==> config.mk <==
export PLATFORM = sky130hd
export DESIGN_NAME = seven_seg_scan_driver
export DESIGN_NICKNAME = d
export VERILOG_FILES = /design/src/rtl/seven_seg_pkg.sv /design/src/rtl/seven_seg_decoder.sv /design/src/rtl/seven_seg_scan_driver.sv
export SDC_FILE = /design/constraint.sdc
export NUM_CORES = 1
export LEC_CHECK = 0
export CORE_AREA = 4 4 87 89
export DETAILED_ROUTE_END_ITERATION = 8
export DIE_AREA = 0 0 91 93
export HOLD_SLACK_MARGIN = 0.1
export MAX_ROUTING_LAYER = met4
export PLACE_DENSITY_LB_ADDON = 0.12
export SETUP_SLACK_MARGIN = 0.1
export SLEW_MARGIN = 20
export SYNTH_ARGS = -nofsm -noshare
export SYNTH_HDL_FRONTEND = slang
export SYNTH_SLANG_ARGS = --single-unit
==> constraint.sdc <==
create_clock -name clk -period 2.05 [get_ports clk]
set_input_delay 0.41 -clock clk [delete_from_list [all_inputs] [get_ports clk]]
set_output_delay 0.41 -clock clk [all_outputs]
set_load 0.1 [all_outputs]
==> src/rtl/seven_seg_pkg.sv <==
// Shared constants for the seven-segment scan driver.
// Patterns are active-high {a,b,c,d,e,f,g}, bit 6 = a.
package seven_seg_pkg;

  localparam int NIBBLE_W = 4;

  localparam logic [6:0] SEG_OFF  = 7'h00;
  localparam logic [6:0] SEG_DASH = 7'h01;

  localparam logic [6:0] SEG_0 = 7'h7E;
  localparam logic [6:0] SEG_1 = 7'h30;
  localparam logic [6:0] SEG_2 = 7'h6D;
  localparam logic [6:0] SEG_3 = 7'h79;
  localparam logic [6:0] SEG_4 = 7'h33;
  localparam logic [6:0] SEG_5 = 7'h5B;
  localparam logic [6:0] SEG_6 = 7'h5F;
  localparam logic [6:0] SEG_7 = 7'h70;
  localparam logic [6:0] SEG_8 = 7'h7F;
  localparam logic [6:0] SEG_9 = 7'h7B;
  localparam logic [6:0] SEG_A = 7'h77;
  localparam logic [6:0] SEG_B = 7'h1F;
  localparam logic [6:0] SEG_C = 7'h4E;
  localparam logic [6:0] SEG_D = 7'h3D;
  localparam logic [6:0] SEG_E = 7'h4F;
  localparam logic [6:0] SEG_F = 7'h47;

  function automatic logic [6:0] seg_lut(
    input logic [NIBBLE_W-1:0] n
  );
    logic [6:0] p;
    unique case (n)
      4'h0: p = SEG_0;
      4'h1: p = SEG_1;
      4'h2: p = SEG_2;
      4'h3: p = SEG_3;
      4'h4: p = SEG_4;
      4'h5: p = SEG_5;
      4'h6: p = SEG_6;
      4'h7: p = SEG_7;
      4'h8: p = SEG_8;
      4'h9: p = SEG_9;
      4'hA: p = SEG_A;
      4'hB: p = SEG_B;
      4'hC: p = SEG_C;
      4'hD: p = SEG_D;
      4'hE: p = SEG_E;
      4'hF: p = SEG_F;
    endcase
    return p;
  endfunction

endpackage

==> src/rtl/seven_seg_decoder.sv <==
// Nibble to active-high segment pattern, with blanking
// and a dash for 10..15 when hex digits are disabled.
module seven_seg_decoder
  import seven_seg_pkg::*;
(
  input  logic [NIBBLE_W-1:0] nibble,
  input  logic                hex_mode,
  input  logic                blank,
  output logic [6:0]          pattern
);

  logic alpha;

  assign alpha = (nibble > 4'd9);

  always_comb begin
    pattern = SEG_OFF;
    unique case (1'b1)
      blank:
        pattern = SEG_OFF;
      !blank && alpha && !hex_mode:
        pattern = SEG_DASH;
      default:
        pattern = seg_lut(nibble);
    endcase
  end

endmodule

==> src/rtl/seven_seg_scan_driver.sv <==
// Time-multiplexed seven-segment driver: double-buffered
// value, one digit per refresh slot with a dead cycle.
module seven_seg_scan_driver
  import seven_seg_pkg::*;
#(
  parameter int NUM_DIGITS     = 4,
  parameter int REFRESH_DIV    = 50000,
  parameter int HEX_MODE       = 0,
  parameter int SEG_ACTIVE_LOW = 1,
  parameter int AN_ACTIVE_LOW  = 1
) (
  input  logic                           clk,
  input  logic                           rst_n,
  input  logic                           enable,
  input  logic                           load,
  input  logic [NIBBLE_W*NUM_DIGITS-1:0] value,
  input  logic [NUM_DIGITS-1:0]          dp_mask,
  input  logic                           blank_lz,
  output logic [6:0]                     seg,
  output logic                           dp,
  output logic [NUM_DIGITS-1:0]          an,
  output logic                           frame_tick
);

  localparam int VW = NIBBLE_W * NUM_DIGITS;
  localparam int IW =
    (NUM_DIGITS > 1) ? $clog2(NUM_DIGITS) : 1;
  localparam int CW = $clog2(REFRESH_DIV);

  localparam logic [IW-1:0] LAST = IW'(NUM_DIGITS - 1);
  localparam logic [CW-1:0] CMAX = CW'(REFRESH_DIV - 1);

  localparam logic [6:0] SEG_IDLE =
    {7{SEG_ACTIVE_LOW != 0}};
  localparam logic DP_IDLE = (SEG_ACTIVE_LOW != 0);
  localparam logic [NUM_DIGITS-1:0] AN_IDLE =
    {NUM_DIGITS{AN_ACTIVE_LOW != 0}};

  logic [CW-1:0]         cnt;
  logic [IW-1:0]         idx;
  logic [VW-1:0]         stg_val;
  logic [NUM_DIGITS-1:0] stg_dp;
  logic [VW-1:0]         disp_val;
  logic [NUM_DIGITS-1:0] disp_dp;

  logic                  tick;
  logic                  wrap;
  logic                  hex_en;
  logic [NIBBLE_W-1:0]   nib;
  logic                  dp_sel;
  logic                  lz_sel;
  logic                  zero_run;
  logic                  blank;
  logic [6:0]            pat;
  logic [NUM_DIGITS-1:0] an_sel;

  assign tick   = enable && (cnt == CMAX);
  assign wrap   = tick && (idx == LAST);
  assign hex_en = (HEX_MODE != 0);
  assign an_sel = NUM_DIGITS'(1) << idx;
  assign blank  = blank_lz && lz_sel;

  // lz_sel: every nibble from the MSD down to idx is zero
  always_comb begin
    nib      = '0;
    dp_sel   = 1'b0;
    lz_sel   = 1'b0;
    zero_run = 1'b1;
    for (int i = NUM_DIGITS - 1; i >= 0; i--) begin
      zero_run = zero_run &&
        (disp_val[i*NIBBLE_W +: NIBBLE_W] == '0);
      if (idx == IW'(i)) begin
        nib    = disp_val[i*NIBBLE_W +: NIBBLE_W];
        dp_sel = disp_dp[i];
        lz_sel = zero_run && (i != 0);
      end
    end
  end

  seven_seg_decoder u_dec (
    .nibble   (nib),
    .hex_mode (hex_en),
    .blank    (blank),
    .pattern  (pat)
  );

  always_ff @(posedge clk or negedge rst_n) begin
    if (!rst_n) begin
      cnt <= '0;
      idx <= '0;
    end else if (enable) begin
      cnt <= tick ? '0 : cnt + 1'b1;
      if (tick)
        idx <= (idx == LAST) ? '0 : idx + 1'b1;
    end
  end

  always_ff @(posedge clk or negedge rst_n) begin
    if (!rst_n) begin
      stg_val    <= '0;
      stg_dp     <= '0;
      disp_val   <= '0;
      disp_dp    <= '0;
      frame_tick <= 1'b0;
    end else begin
      if (load) begin
        stg_val <= value;
        stg_dp  <= dp_mask;
      end
      if (wrap) begin
        disp_val <= load ? value : stg_val;
        disp_dp  <= load ? dp_mask : stg_dp;
      end
      frame_tick <= wrap;
    end
  end

  // tick edge is the anti-ghosting dead cycle
  always_ff @(posedge clk or negedge rst_n) begin
    if (!rst_n) begin
      seg <= SEG_IDLE;
      dp  <= DP_IDLE;
      an  <= AN_IDLE;
    end else if (!enable || tick) begin
      seg <= SEG_IDLE;
      dp  <= DP_IDLE;
      an  <= AN_IDLE;
    end else begin
      seg <= pat ^ SEG_IDLE;
      dp  <= dp_sel ^ DP_IDLE;
      an  <= an_sel ^ AN_IDLE;
    end
  end

endmodule

==> impl_metrics.py <==
metrics = {
    "grt": {
        "overflow": 0,
        "grt_usage": 0.1787,
        "antenna_found_initial": 0,
        "first_global_vias": 2384,
        "grt_pass1_wl_mm": 11.50,
        "grt_max_degree": 28,
    },
    "cts": {
        "path_clk_slew_ps": 70,
        "cts_max_level": 3,
        "cts_sinks": 71,
        "cts_tree": "done",
        "clk_latency_ps": 340,
        "clockBufferDepth": 2,
        "cts_made_buffers": 9,
        "ctsRootBufferMaster": "clkbuf_8",
    },
    "setup_path": {
        "required_ps": 2320,
        "cp-end-kind": "flip-flop",
        "cpPeakStageDelay_ps": 440,
        "rr_worst_depth": 9,
        "worstPathArrival_ps": 2300,
        "cp_top_family": "compound AO/OA/AOI/OAI gates",
        "path_max_fanout": 7,
        "r2r_start": "idx[0]$_DFFE_PN0P_",
        "crit_path_top_delay_cell": "dfrtp_2",
        "r2r_slack_ps": 20,
        "start_kind": "flip-flop",
        "r2r-end": "seg[3]$_DFF_PN1_",
        "crit_chain": "inv_4 -> ha_4 -> nand3b_1 -> a211o_4 -> inv_2 -> ha_2 -> nand2_1 -> and3_1 -> o21ai_1",
        "critPathKind": "flip-flop to flip-flop",
        "path_buf_inv": 2,
    },
    "power": {
        "internal_power_uw": 2200,
        "switching_share": 0.2569,
        "clockPowerShare": 0.341,
        "p_per_area_mw_per_mm2": 661.7,
        "leakage_uw": 0.002052,
        "switchingPower_uw": 760.5,
        "combPwrFrac": 0.129,
        "power_frac_seq": 0.530,
        "max-vdd-ir-drop_uv": 428.0,
    },
    "placed_design": {
        "port_buffers": 37,
        "globalplace.congestion": 0.8847,
        "hpwl_mm": 4.754,
    },
    "hold_path": {
        "holdPathEnd": "cnt[15]$_DFFE_PN0P_",
        "hold_path_class": "flip-flop to flip-flop",
        "min_from": "cnt[15]$_DFFE_PN0P_",
        "hold_path_depth": 1,
    },
    "synth": {
        "synth-seq-cells": 71,
        "ys_warn_count": 0,
        "synth_cell_types": 46,
        "synth_edf_count": 0,
        "synth_area_mm2": 0.003324,
        "seq_area_frac_synth": 0.5390,
        "synth-main-ff-cell": "dfrtp_1",
        "async_flop_share": 1.000,
        "synth_cells": 266,
        "syn_area_per_cell_um2": 12.50,
        "synth_nets": 302,
    },
    "routing": {
        "wl_mm": 6.639,
        "wl_per_cell_um": 15.62,
        "via_count": 2231,
        "route.detailed.drc": 0,
        "via_per_inst": 5.249,
        "first_pass_iters": 4,
        "final_antenna_net_count": 0,
        "first_iter_violations": 59,
    },
    "floorplan": {
        "die_area_mm2": 0.008463,
        "fp.dieH_um": 93,
        "die_w_um": 91,
        "fp-row-count": 30,
        "core_mm2": 0.006756,
        "start_util": 0.4920,
        "io-pin-count": 38,
    },
    "timing": {
        "fin_hold_ws_ps": 468.3,
        "worst_pin_slew_ps": 386.2,
        "slew_headroom": 0.7425,
        "finalHoldViolCount": 0,
        "setup_viol_count_final": 0,
        "period_share": 0.9919,
        "finClkSkew_ps": 6.871,
        "min_period_ps": 2033,
        "clock.fmax_ghz": 0.4918,
        "maxSlewViolCount": 0,
        "rsz0062_at_grt": "yes",
    },
    "job": {
        "maxCapViolations": 0,
    },
    "final_layout": {
        "diodes": 0,
        "final_util": 0.6622,
        "syn2layout_area_growth_pct": 34.59,
        "fin_nets": 376,
        "drive_above_1_share": 0.4116,
    },
    "status": {
        "status": "finished, final reports clean",
    },
}
## synthesized netlist by cell type (2+ instances only)
cell | count | share of area
clkbuf_1 | 3 | 0.0034
inv_1 | 9 | 0.010
and2_1 | 3 | 0.0056
or3_1 | 2 | 0.0038
dfstp_2 | 12 | 0.095
o21ai_0 | 8 | 0.012
xnor2_1 | 8 | 0.021
dfrtp_1 | 59 | 0.44
buf_2 | 4 | 0.0060
a221oi_1 | 2 | 0.0053
nor3_1 | 2 | 0.0030
nand3_1 | 4 | 0.0060
a211o_1 | 2 | 0.0053
mux2_4 | 19 | 0.086
a211oi_1 | 4 | 0.0090
o21ai_1 | 2 | 0.0030
nand2_1 | 22 | 0.025
ha_1 | 11 | 0.041
mux2i_1 | 5 | 0.015
xor2_1 | 5 | 0.013
mux2_2 | 21 | 0.071
buf_6 | 2 | 0.0068
nand2b_1 | 2 | 0.0038
o21a_1 | 2 | 0.0045
a21oi_1 | 2 | 0.0030
nor2_1 | 16 | 0.018
nor4_1 | 2 | 0.0038
nor2b_1 | 4 | 0.0075
nor3b_1 | 4 | 0.0090
o211ai_1 | 2 | 0.0045
and3_1 | 3 | 0.0056
nand3b_1 | 3 | 0.0068
nand4_1 | 4 | 0.0075
## power groups by stage
stage	Combinational, µW	Clock, µW	Sequential, µW
final	381	1010	1570
after global routing	416	1110	1580
after CTS	381	1050	1560
after detailed placement	377	0	1590
after global placement	372	0	1590
after floorplan	150	0	1630
## what timing repair did
| item | CTS | global route |
|---|---|---|
| hold buffers | 1 | 0 |
| pin swaps | 5 | 5 |
| setup endpoints to repair | 26 | 27 |
| hold endpoints to repair | 12 | 0 |
| gates cloned | 0 | 0 |
| gates resized for setup | 10 | 14 |
| setup buffers | 4 | 2 |
## stage by stage
step                worst slack, ps  TNS (ps)  total power (µW)  cells  instance area [µm²]
floorplan                    -29.72    -65.52              1782    266                 3382
global placement             -52.36    -196.0              1961    402                 4148
detailed placement           -90.08    -378.8              1967    402                 4148
CTS                          -11.05    -20.20              2991    423                 4408
global route                 -104.2    -444.4              3111    425                 4474
finish                        16.70         0              2960    425                 4474
## flip-flops by register name, indices dropped and copies added (netlist names)
name        count
seg             7
an              4
idx             2
stg_dp          4
stg_val        16
cnt            16
frame_tick      1
dp              1
disp_val       16
disp_dp         4
## how the worst max path moves through the flow
stage,start,endpoint,cells past startpoint
2_1_floorplan,idx[0]$_DFFE_PN0P_,seg[5]$_DFF_PN1_,10
4_1_cts,idx[0]$_DFFE_PN0P_,seg[5]$_DFF_PN1_,10
6_report,idx[0]$_DFFE_PN0P_,seg[3]$_DFF_PN1_,9
3_5_place_dp,idx[1]$_DFFE_PN0P_,seg[3]$_DFF_PN1_,9
3_3_place_gp,idx[1]$_DFFE_PN0P_,seg[5]$_DFF_PN1_,9
5_1_grt,idx[0]$_DFFE_PN0P_,seg[5]$_DFF_PN1_,10
## worst reg2reg max path, delay by kind of cell, from the launching register on
family | cells | cell delay [ps]
buffers and inverters | 2 | 160
AOI/OAI and AO/OA | 2 | 540
DFF | 1 | 440
and+or+nand+nor | 3 | 470
adders and majority gates | 2 | 360
## placed cells by master, fill, tap and decap left out, drive strengths merged, types with 8 or more instances in the layout
cell            n
nor2           16
mux2           40
dfrtp          59
nand2          22
inv             9
clkbuf         14
o21ai          10
ha             11
buf            49
clkdlybuf4s50  23
dfstp          12
xnor2           8
## cell type report
type | instances | area [µm²]
clock inverters | 2 | 15.01
clock buffers | 14 | 162.7
flip-flops and latches | 71 | 1794
well taps | 80 | 100.1
repair buffers | 73 | 793.3
fillers | 503 | 2282
inverters | 9 | 38.79
multi-input cells | 176 | 1570
## cell families (layout without fill, tap and decap cells)
group	after synthesis	count (layout)	synth area share
xor+xnor	13	13	0.03425
fa+ha+maj	11	11	0.04140
simple gates	75	75	0.1159
buf+inv	19	98	0.02860
flops	71	71	0.5390
mux	45	45	0.1720
compound gates	32	32	0.06888
## routing by layer
| metal | up-vias | GRT usage | share of wire |
|---|---|---|---|
| li1 | 1080 | - | - |
| met1 | 1096 | 0.2246 | 0.47 |
| met2 | 40 | 0.2753 | 0.47 |
| met3 | 15 | 0.03620 | 0.035 |
| met4 | 0 | 0.09422 | 0.027 |
| met5 | - | - | 0 |
No activity file was read; power rests on OpenSTA's default activity.
